File: src/rtl/fwd_pkg.sv
// Shared types and mux-select encodings for the forwarding/hazard unit.
// RF_ADDR_WIDTH may be overridden on the command line; it defaults to 5 (RV32I).
`ifndef RF_ADDR_WIDTH
`define RF_ADDR_WIDTH 5
`endif

package fwd_pkg;
    localparam int FWD_STAGES = 2;
    localparam int FSEL_W     = $clog2(FWD_STAGES + 2);

    typedef logic [FSEL_W-1:0] fsel_t;

    localparam fsel_t FSEL_RF   = fsel_t'(0);
    localparam fsel_t FSEL_STG0 = fsel_t'(1);
    localparam fsel_t FSEL_CPL  = fsel_t'(FWD_STAGES + 1);

    function automatic fsel_t fsel_stage(input int k);
        return fsel_t'(int'(FSEL_STG0) + k);
    endfunction
endpackage

File: src/rtl/fwd_scoreboard.sv
// Pending-write scoreboard for long-latency producers plus completion-match flags.
// A set and a clear of the same register in one cycle resolves to set.
module fwd_scoreboard
    import fwd_pkg::*;
#(
    parameter int NUM_SRC   = 2,
    parameter int RF_ADDR_W = `RF_ADDR_WIDTH
) (
    input  logic                                clk,
    input  logic                                rst_n,
    input  logic                                set_en,
    input  logic [RF_ADDR_W-1:0]                issue_rd,
    input  logic                                cpl_valid,
    input  logic [RF_ADDR_W-1:0]                cpl_rd,
    input  logic [NUM_SRC-1:0][RF_ADDR_W-1:0]   src_rs,
    output logic [(1<<RF_ADDR_W)-1:0]           pending,
    output logic [NUM_SRC-1:0]                  src_cpl_hit,
    output logic                                issue_cpl_hit
);
    localparam int DEPTH = 1 << RF_ADDR_W;

    logic [DEPTH-1:0] pending_q, pending_d;

    always_comb begin
        pending_d = pending_q;
        if (cpl_valid && cpl_rd != '0) pending_d[cpl_rd] = 1'b0;
        if (set_en)                    pending_d[issue_rd] = 1'b1;
    end

    always_ff @(posedge clk) begin
        if (!rst_n) pending_q <= '0;
        else        pending_q <= pending_d;
    end

    always_comb begin
        for (int i = 0; i < NUM_SRC; i++)
            src_cpl_hit[i] = cpl_valid && (cpl_rd == src_rs[i]);
    end

    assign issue_cpl_hit = cpl_valid && (cpl_rd == issue_rd);
    assign pending       = pending_q;
endmodule

File: src/rtl/fwd_hazard_unit.sv
// Operand-forwarding select and stall generation beside ID/EX.
// Define FWD_STALL_CNT_EN to add saturating stallCycles/stallEvents counters.
module fwd_hazard_unit
    import fwd_pkg::*;
#(
    parameter int NUM_SRC   = 2,
    parameter int NUM_FWD   = FWD_STAGES,
    parameter int RF_ADDR_W = `RF_ADDR_WIDTH
) (
    input  logic                          clk,
    input  logic                          rst_n,
    input  logic [NUM_SRC*RF_ADDR_W-1:0]  idRs,
    input  logic [NUM_SRC-1:0]            idRsUsed,
    input  logic                          issueValid,
    input  logic                          issueRegWrite,
    input  logic                          issueLong,
    input  logic [RF_ADDR_W-1:0]          issueRd,
    input  logic                          flush,
    input  logic [NUM_FWD*RF_ADDR_W-1:0]  stageRd,
    input  logic [NUM_FWD-1:0]            stageRegWrite,
    input  logic [NUM_FWD-1:0]            stageReady,
    input  logic                          cplValid,
    input  logic [RF_ADDR_W-1:0]          cplRd,
    output logic [NUM_SRC*FSEL_W-1:0]     fwdSel,
`ifdef FWD_STALL_CNT_EN
    output logic [31:0]                   stallCycles,
    output logic [31:0]                   stallEvents,
`endif
    output logic                          stall
);
    logic [NUM_SRC-1:0][RF_ADDR_W-1:0] src_rs;
    logic [NUM_FWD-1:0][RF_ADDR_W-1:0] stage_rd;
    logic [(1<<RF_ADDR_W)-1:0]         pending;
    logic [NUM_SRC-1:0]                src_cpl_hit;
    logic                              issue_cpl_hit;
    logic [NUM_SRC-1:0][FSEL_W-1:0]    src_sel;
    logic [NUM_SRC-1:0]                src_stall;
    logic                              waw;
    logic                              set_en;

    assign src_rs   = idRs;
    assign stage_rd = stageRd;

    fwd_scoreboard #(.NUM_SRC(NUM_SRC), .RF_ADDR_W(RF_ADDR_W)) u_sb (
        .clk           (clk),
        .rst_n         (rst_n),
        .set_en        (set_en),
        .issue_rd      (issueRd),
        .cpl_valid     (cplValid),
        .cpl_rd        (cplRd),
        .src_rs        (src_rs),
        .pending       (pending),
        .src_cpl_hit   (src_cpl_hit),
        .issue_cpl_hit (issue_cpl_hit)
    );

    for (genvar i = 0; i < NUM_SRC; i++) begin : g_src
        fsel_t sel_i;
        logic  stall_i;
        logic  found;

        // Youngest matching stage decides; a not-ready match blocks older sources.
        always_comb begin
            sel_i   = FSEL_RF;
            stall_i = 1'b0;
            found   = 1'b0;
            if (idRsUsed[i] && src_rs[i] != '0) begin
                for (int k = 0; k < NUM_FWD; k++) begin
                    if (!found && stageRegWrite[k] && stage_rd[k] == src_rs[i]) begin
                        found = 1'b1;
                        if (stageReady[k]) sel_i   = fsel_stage(k);
                        else               stall_i = 1'b1;
                    end
                end
                if (!found) begin
                    if (src_cpl_hit[i])          sel_i   = FSEL_CPL;
                    else if (pending[src_rs[i]]) stall_i = 1'b1;
                end
            end
        end

        assign src_sel[i]   = sel_i;
        assign src_stall[i] = stall_i;
    end

    assign waw = issueValid && issueRegWrite && issueRd != '0 &&
                 pending[issueRd] && !issue_cpl_hit;

    assign stall  = rst_n && ((|src_stall) || waw);
    assign fwdSel = rst_n ? src_sel : {NUM_SRC{FSEL_RF}};
    assign set_en = issueValid && issueRegWrite && issueLong && issueRd != '0 &&
                    !stall && !flush;

`ifdef FWD_STALL_CNT_EN
    logic [31:0] cycles_q, cycles_d, events_q, events_d;
    logic        stall_prev_q, stall_prev_d;

    always_comb begin
        cycles_d     = cycles_q;
        events_d     = events_q;
        stall_prev_d = stall;
        if (stall && cycles_q != 32'hFFFF_FFFF)                  cycles_d = cycles_q + 32'd1;
        if (stall && !stall_prev_q && events_q != 32'hFFFF_FFFF) events_d = events_q + 32'd1;
    end

    always_ff @(posedge clk) begin
        if (!rst_n) begin
            cycles_q     <= '0;
            events_q     <= '0;
            stall_prev_q <= 1'b0;
        end else begin
            cycles_q     <= cycles_d;
            events_q     <= events_d;
            stall_prev_q <= stall_prev_d;
        end
    end

    assign stallCycles = cycles_q;
    assign stallEvents = events_q;
`endif
endmodule

File: config.mk
export PLATFORM = sky130hd
export DESIGN_NAME = fwd_hazard_unit
export DESIGN_NICKNAME = d
export VERILOG_FILES = /design/src/rtl/fwd_pkg.sv /design/src/rtl/fwd_scoreboard.sv /design/src/rtl/fwd_hazard_unit.sv
export SDC_FILE = /design/constraint.sdc
export NUM_CORES = 1
export LEC_CHECK = 0
export ABC_AREA = 1
export BUFFER_PORTS_ARGS = -buffer_cell sky130_fd_sc_hd__buf_2
export CORE_MARGIN = 1.5
export CORE_UTILIZATION = 40
export CTS_CLUSTER_SIZE = 20
export DETAILED_ROUTE_END_ITERATION = 10
export PLACE_DENSITY_LB_ADDON = 0.3
export RECOVER_POWER = 50
export SLEW_MARGIN = 15
export SYNTH_ARGS = -nofsm -noshare
export SYNTH_HDL_FRONTEND = slang
export SYNTH_SLANG_ARGS = --single-unit
File: constraint.sdc
create_clock -name clk -period 3.8 [get_ports clk]
set_input_delay 1.14 -clock clk [delete_from_list [all_inputs] [get_ports clk]]
set_output_delay 1.14 -clock clk [all_outputs]
set_load 0.1 [all_outputs]
Yosys cells after proc, flatten, opt, wreduce, memory -nomap -nowiden

Index checks and enable logic that the tools add are counted.

Word-level logic and storage cells: 100
Register bits after elaboration: 32
Input port bits: 43

Bitwise gates (word level): 3
Equality and inequality tests: 7
$lt $le $gt $ge: 6
Multiplexer cells: 49
Reduce and logical (&&, ||, !) cells: 34

Operators with widths:

| cell                                                              | count |
|---|---|
| two-way mux 32 bit                                                | 2 |
| equality test 5 bit                                               | 7 |
| AND 32 bit                                                        | 1 |
| NOT 32 bit                                                        | 1 |
| OR 32 bit                                                         | 1 |
| two-way mux 1 bit                                                 | 31 |
| less-than comparator 5 x 6 -> 1 bit, second input constant        | 4 |
| logical AND 1 bit                                                 | 23 |
| two-way mux 2 bit                                                 | 10 |
| nonzero test 5 bit                                                | 4 |
| binary-select mux 1 bit (select 5 bit)                            | 3 |
| demux 1 bit (select 5 bit)                                        | 2 |
| greater-or-equal comparator 5 x 1 -> 1 bit, second input constant | 2 |
| zero test 1 bit                                                   | 5 |
| two-way mux 4 bit                                                 | 1 |
| OR reduction 2 bit                                                | 1 |
| logical OR 1 bit                                                  | 1 |

Logic depth before layout (Yosys ltp)

Depth after elaboration: 19
Gate-level depth with buffers: 15
Depth with buffers taken out: 12

Cells and area by module

A second synthesis with hierarchy kept.

Cells, all modules: 554
Area, all modules: 3166.8 um^2

Modules (own cells, without submodules):

| module          | times used | cells an instance | area each (um^2) |
|---|---|---|---|
| fwd_hazard_unit | 1          | 338               | 1617.8 |
| fwd_scoreboard  | 1          | 216               | 1549.0 |

Worst setup path after synthesis

OpenSTA, ideal clock, no wires.

Path kind: input -> output
From: input idRs[5]
To: output fwdSel[3]
Arrival time: 4066 ps
Path buffers: 2
Required time: 2660 ps
Stages: 8
Setup slack: -1406 ps
Path through: buf_2 -> inv_1 -> buf_4 -> o22ai_1 -> a21oi_1 -> nand4_1 -> o21ai_1 -> nor3b_1

Cells in the longest elaborated chain, start to end: 12
Elaborated cells between the ends (all ways): 19
Those cells by class: 3 x eq/ne; 9 x mux; 7 x reduce/logical

Ends and longest elaborated chain:

| what                                                   | RTL line                                     | source |
|---|---|---|
| start: declaration                                     | fwd_hazard_unit.sv:12                        | `input logic [NUM_SRC*RF_ADDR_W-1:0] idRs,` |
| equality test 5 bit                                    | fwd_hazard_unit.sv:69                        | `if (!found && stageRegWrite[k] && stage_rd[k] == src_rs[i]) begin` |
| logical AND 1 bit                                      | fwd_hazard_unit.sv:69                        |  |
| two-way mux 1 bit                                      | fwd_hazard_unit.sv:69                        |  |
| two-way mux 1 bit                                      | fwd_hazard_unit.sv:67                        | `if (idRsUsed[i] && src_rs[i] != '0) begin` |
| zero test 1 bit                                        | fwd_hazard_unit.sv:69                        |  |
| logical AND 1 bit (2 in a row)                         | fwd_hazard_unit.sv:69                        |  |
| two-way mux 2 bit or two-way mux 1 bit (tied branches) | fwd_hazard_unit.sv:69                        |  |
| two-way mux 2 bit or two-way mux 1 bit (tied branches) | fwd_hazard_unit.sv:76, fwd_hazard_unit.sv:67 |  |
| two-way mux 2 bit                                      | fwd_hazard_unit.sv:75                        | `if (!found) begin` |
| two-way mux 2 bit (*)                                  | fwd_hazard_unit.sv:67                        |  |
| two-way mux 4 bit (*)                                  | fwd_hazard_unit.sv:90                        | `assign fwdSel = rst_n ? src_sel : {NUM_SRC{FSEL_RF}};` |
| end: declaration                                       | fwd_hazard_unit.sv:24                        | `output logic [NUM_SRC*FSEL_W-1:0] fwdSel,` |

Mark *: on every way between the ends. The rest lies on a longest branch, timed or not. The select of a mux whose other input is x is not followed.

Worst setup path after layout

Same ends and word-level chain as after synthesis.

==> reports/metrics.cfg <==
[timing]
fmax_mhz=267.1
setup_ws_ns=0.05636
tns_ns=0
rsz0062_at_grt=yes
worst_pin_slew_ns=0.7017
fin_crit_sh_pct=98.52
hold_viol=0
final_max_slew_viol_count=0
setup_violations=0
fin_crit_ns=3.744
skew_ns=0.004173
slew_headroom_pct=53.11

[die]
ios=48
initial_utilization_pct=41.71
die_h_um=93.24
core_area_um2=7807
die_area_um2=8693
dieWidth_um=93.24
num_rows=32

[clocking]
cts_buffers=5
cts_sinks=32
cts-root-buf=clkbuf_8
insertion_delay_ns=0.29
clockBufferDepth=2
cts-htree-levels=2
path_clk_slew_ns=0.07
cts_tree=yes

[worst_hold_path]
whs_endpoint=u_sb.pending[17]
hold_depth=2
min_path_type=reg -> reg
holdCritStartpoint=u_sb.pending[17]

[worst_setup_path]
rrSetupSlack_ns=1.71
critPathRequiredTime_ns=2.66
critPathMaxFanout=5
critPathLaunchType=input pin
worstRegToRegCells=11
arrival_ns=2.60
r2r-end=u_sb.pending[14]
max_stage_delay_ns=0.22
crit_path_top_delay_cell=nor3b_4
critPathKind=in -> out
r2r_start=u_sb.pending[16]
cp-end-kind=primary output
path_cells=buf_4, clkinvlp_4, buf_6, o22ai_2, a21oi_1, nand4_1, o21ai_2, buf_4, nor3b_4, buf_12
critPathMostFrequentCell=buf_4

[final_layout]
antenna_cells=0
fin_cells=756
fill_cells=818
area_growth_pct=29.12
largest_reg_flops=32
fin_nets=696
drive_above_1_share_pct=23.39

[logic_synthesis]
ys.flop_type=dfxtp_1
yosysMostFrequentCell=nand2_1
yosys_warnings=0
synth_area_um2=3257
ys_seq_area_share_pct=19.67
synth_edf_count=0
syn_inst=576
synthTopCellsByCount=116 x nand2_1, 63 x inv_1, 57 x nor2_1
yosys.area.top_type_share_pct=19.67
synth.avg_cell_area_um2=5.654
yosys-top-cells-area=dfxtp_1 20%, nand2_1 13%, nand3_1 8.5%
async_flop_share_pct=0
ys_seq_elements=32
synth_top_area_cell=dfxtp_1
synth_nets=619
yosys.cell_types.count=34

[routing]
antenna_left=0
via_per_inst=5.870
detail_route.wl_per_cell_um=16.92
routed.top_layer=met4
drt_iter0_markers=313
drc=0
firstDrtPassIters=5
wirelength_um=12790
dr_wl_met3_um=1191
wl_met2_um=5861
vias=4438
m1WireLength_um=5427

[power_and_ir_drop]
p_sw_uw=335.1
leakage_nw=1.730
p_sw_share_pct=34.14
p_seq_share_pct=34.3
power.density_nw_per_um2=233.4
ir_drop_mv=0.2301
combPwrFrac_pct=32.3
p_int_uw=646.5
clock_power_share_pct=33.4

[global_routing]
overflow=0
grt_pass1_vias=4014
grt_pass1_wl_um=19900
antenna_found_initial=0
track_usage_pct=28.85
grt_max_degree=32

[place]
port_buffers=47
gp_congestion=0.9781
dp_slack_ns=0.02079
dp.cells=742
hpwlAfterDp_um=9601

[run_status]
status=completed

[job]
maxCapViolCount=0

[cell families (layout without fill, tap and decap cells)]
family	after synthesis	count (layout)	share of synthesized area [%]
xor+xnor	9	9	2.420
buf+inv	107	185	14.68
simple gates	293	293	40.38
compound gates	135	135	22.86
flops	32	32	19.67
[power by group through the flow]
| stage | sequential, mW | combinational [mW] | clock (mW) |
|---|---|---|---|
| floorplan | 0.344 | 0.176 | 0 |
| global placement | 0.344 | 0.288 | 0 |
| detailed placement | 0.344 | 0.290 | 0 |
| CTS | 0.336 | 0.291 | 0.334 |
| global route | 0.336 | 0.340 | 0.351 |
| finish | 0.336 | 0.317 | 0.328 |
[how the worst max path moves through the flow]
| stage | from | to | depth (start not counted) |
|---|---|---|---|
| 4_1_cts | stageRd[8] | stall | 10 |
| 2_1_floorplan | idRs[5] | fwdSel[2] | 9 |
| 6_report | idRs[5] | fwdSel[3] | 10 |
| 3_5_place_dp | stageRd[8] | stall | 10 |
| 3_3_place_gp | idRs[5] | stall | 12 |
| 5_1_grt | idRs[0] | stall | 10 |
[layout by cell type, fill, tap and decap left out, types with 32 or more instances in the layout]
cell type	Yosys	layout
o21ai_0	49	45
buf_4	7	60
nand2_1	116	112
a21oi_1	48	46
buf_2	16	34
nand3_1	55	53
nor2_1	57	55
inv_1	63	60
dfxtp_1	32	32
nand4_1	38	38
[metrics by stage]
step,area (um2),util [%],hold slack [ns],power (mW)
after floorplan,3301,-,0.4298,0.5194
after global placement,3926,50.29,0.4628,0.6322
after detailed placement,3926,50.29,0.4679,0.6338
after CTS,4034,51.67,0.4780,0.9613
after global routing,4205,53.86,0.5042,1.028
final,4205,53.86,0.4755,0.9816
[repair_timing]
action | 4_1_cts | 5_1_grt
hold buffers | 0 | 0
buffers inserted | 0 | 6
setup endpoints to repair | 0 | 3
resized for setup | 0 | 41
[area by class of cell]
cell class / instances / area [um2] / share of cell area, %
tap: 102 / 127.6 / 3.035
multi-input combinational: 437 / 2280 / 54.21
clock buffer: 6 / 72.57 / 1.726
sequential: 32 / 640.6 / 15.23
timing repair buffer: 105 / 769.5 / 18.30
clock inverter: 2 / 35.03 / 0.8331
inverter: 72 / 280.3 / 6.665
[critical path, delay by kind of cell]
kind	cells	cell delay, ns
AO/OA/AOI/OAI	3	0.27
buffers and inverters	5	0.77
AND/OR/NAND/NOR	2	0.40
[per-layer routing]
metal	vias to the layer above	track usage (%)
met2	261	46.68
met4	0	10.10
li1	2103	-
met1	2045	37.92
met5	-	0
met3	29	5.691
Power figures use the tool's default switching activity.
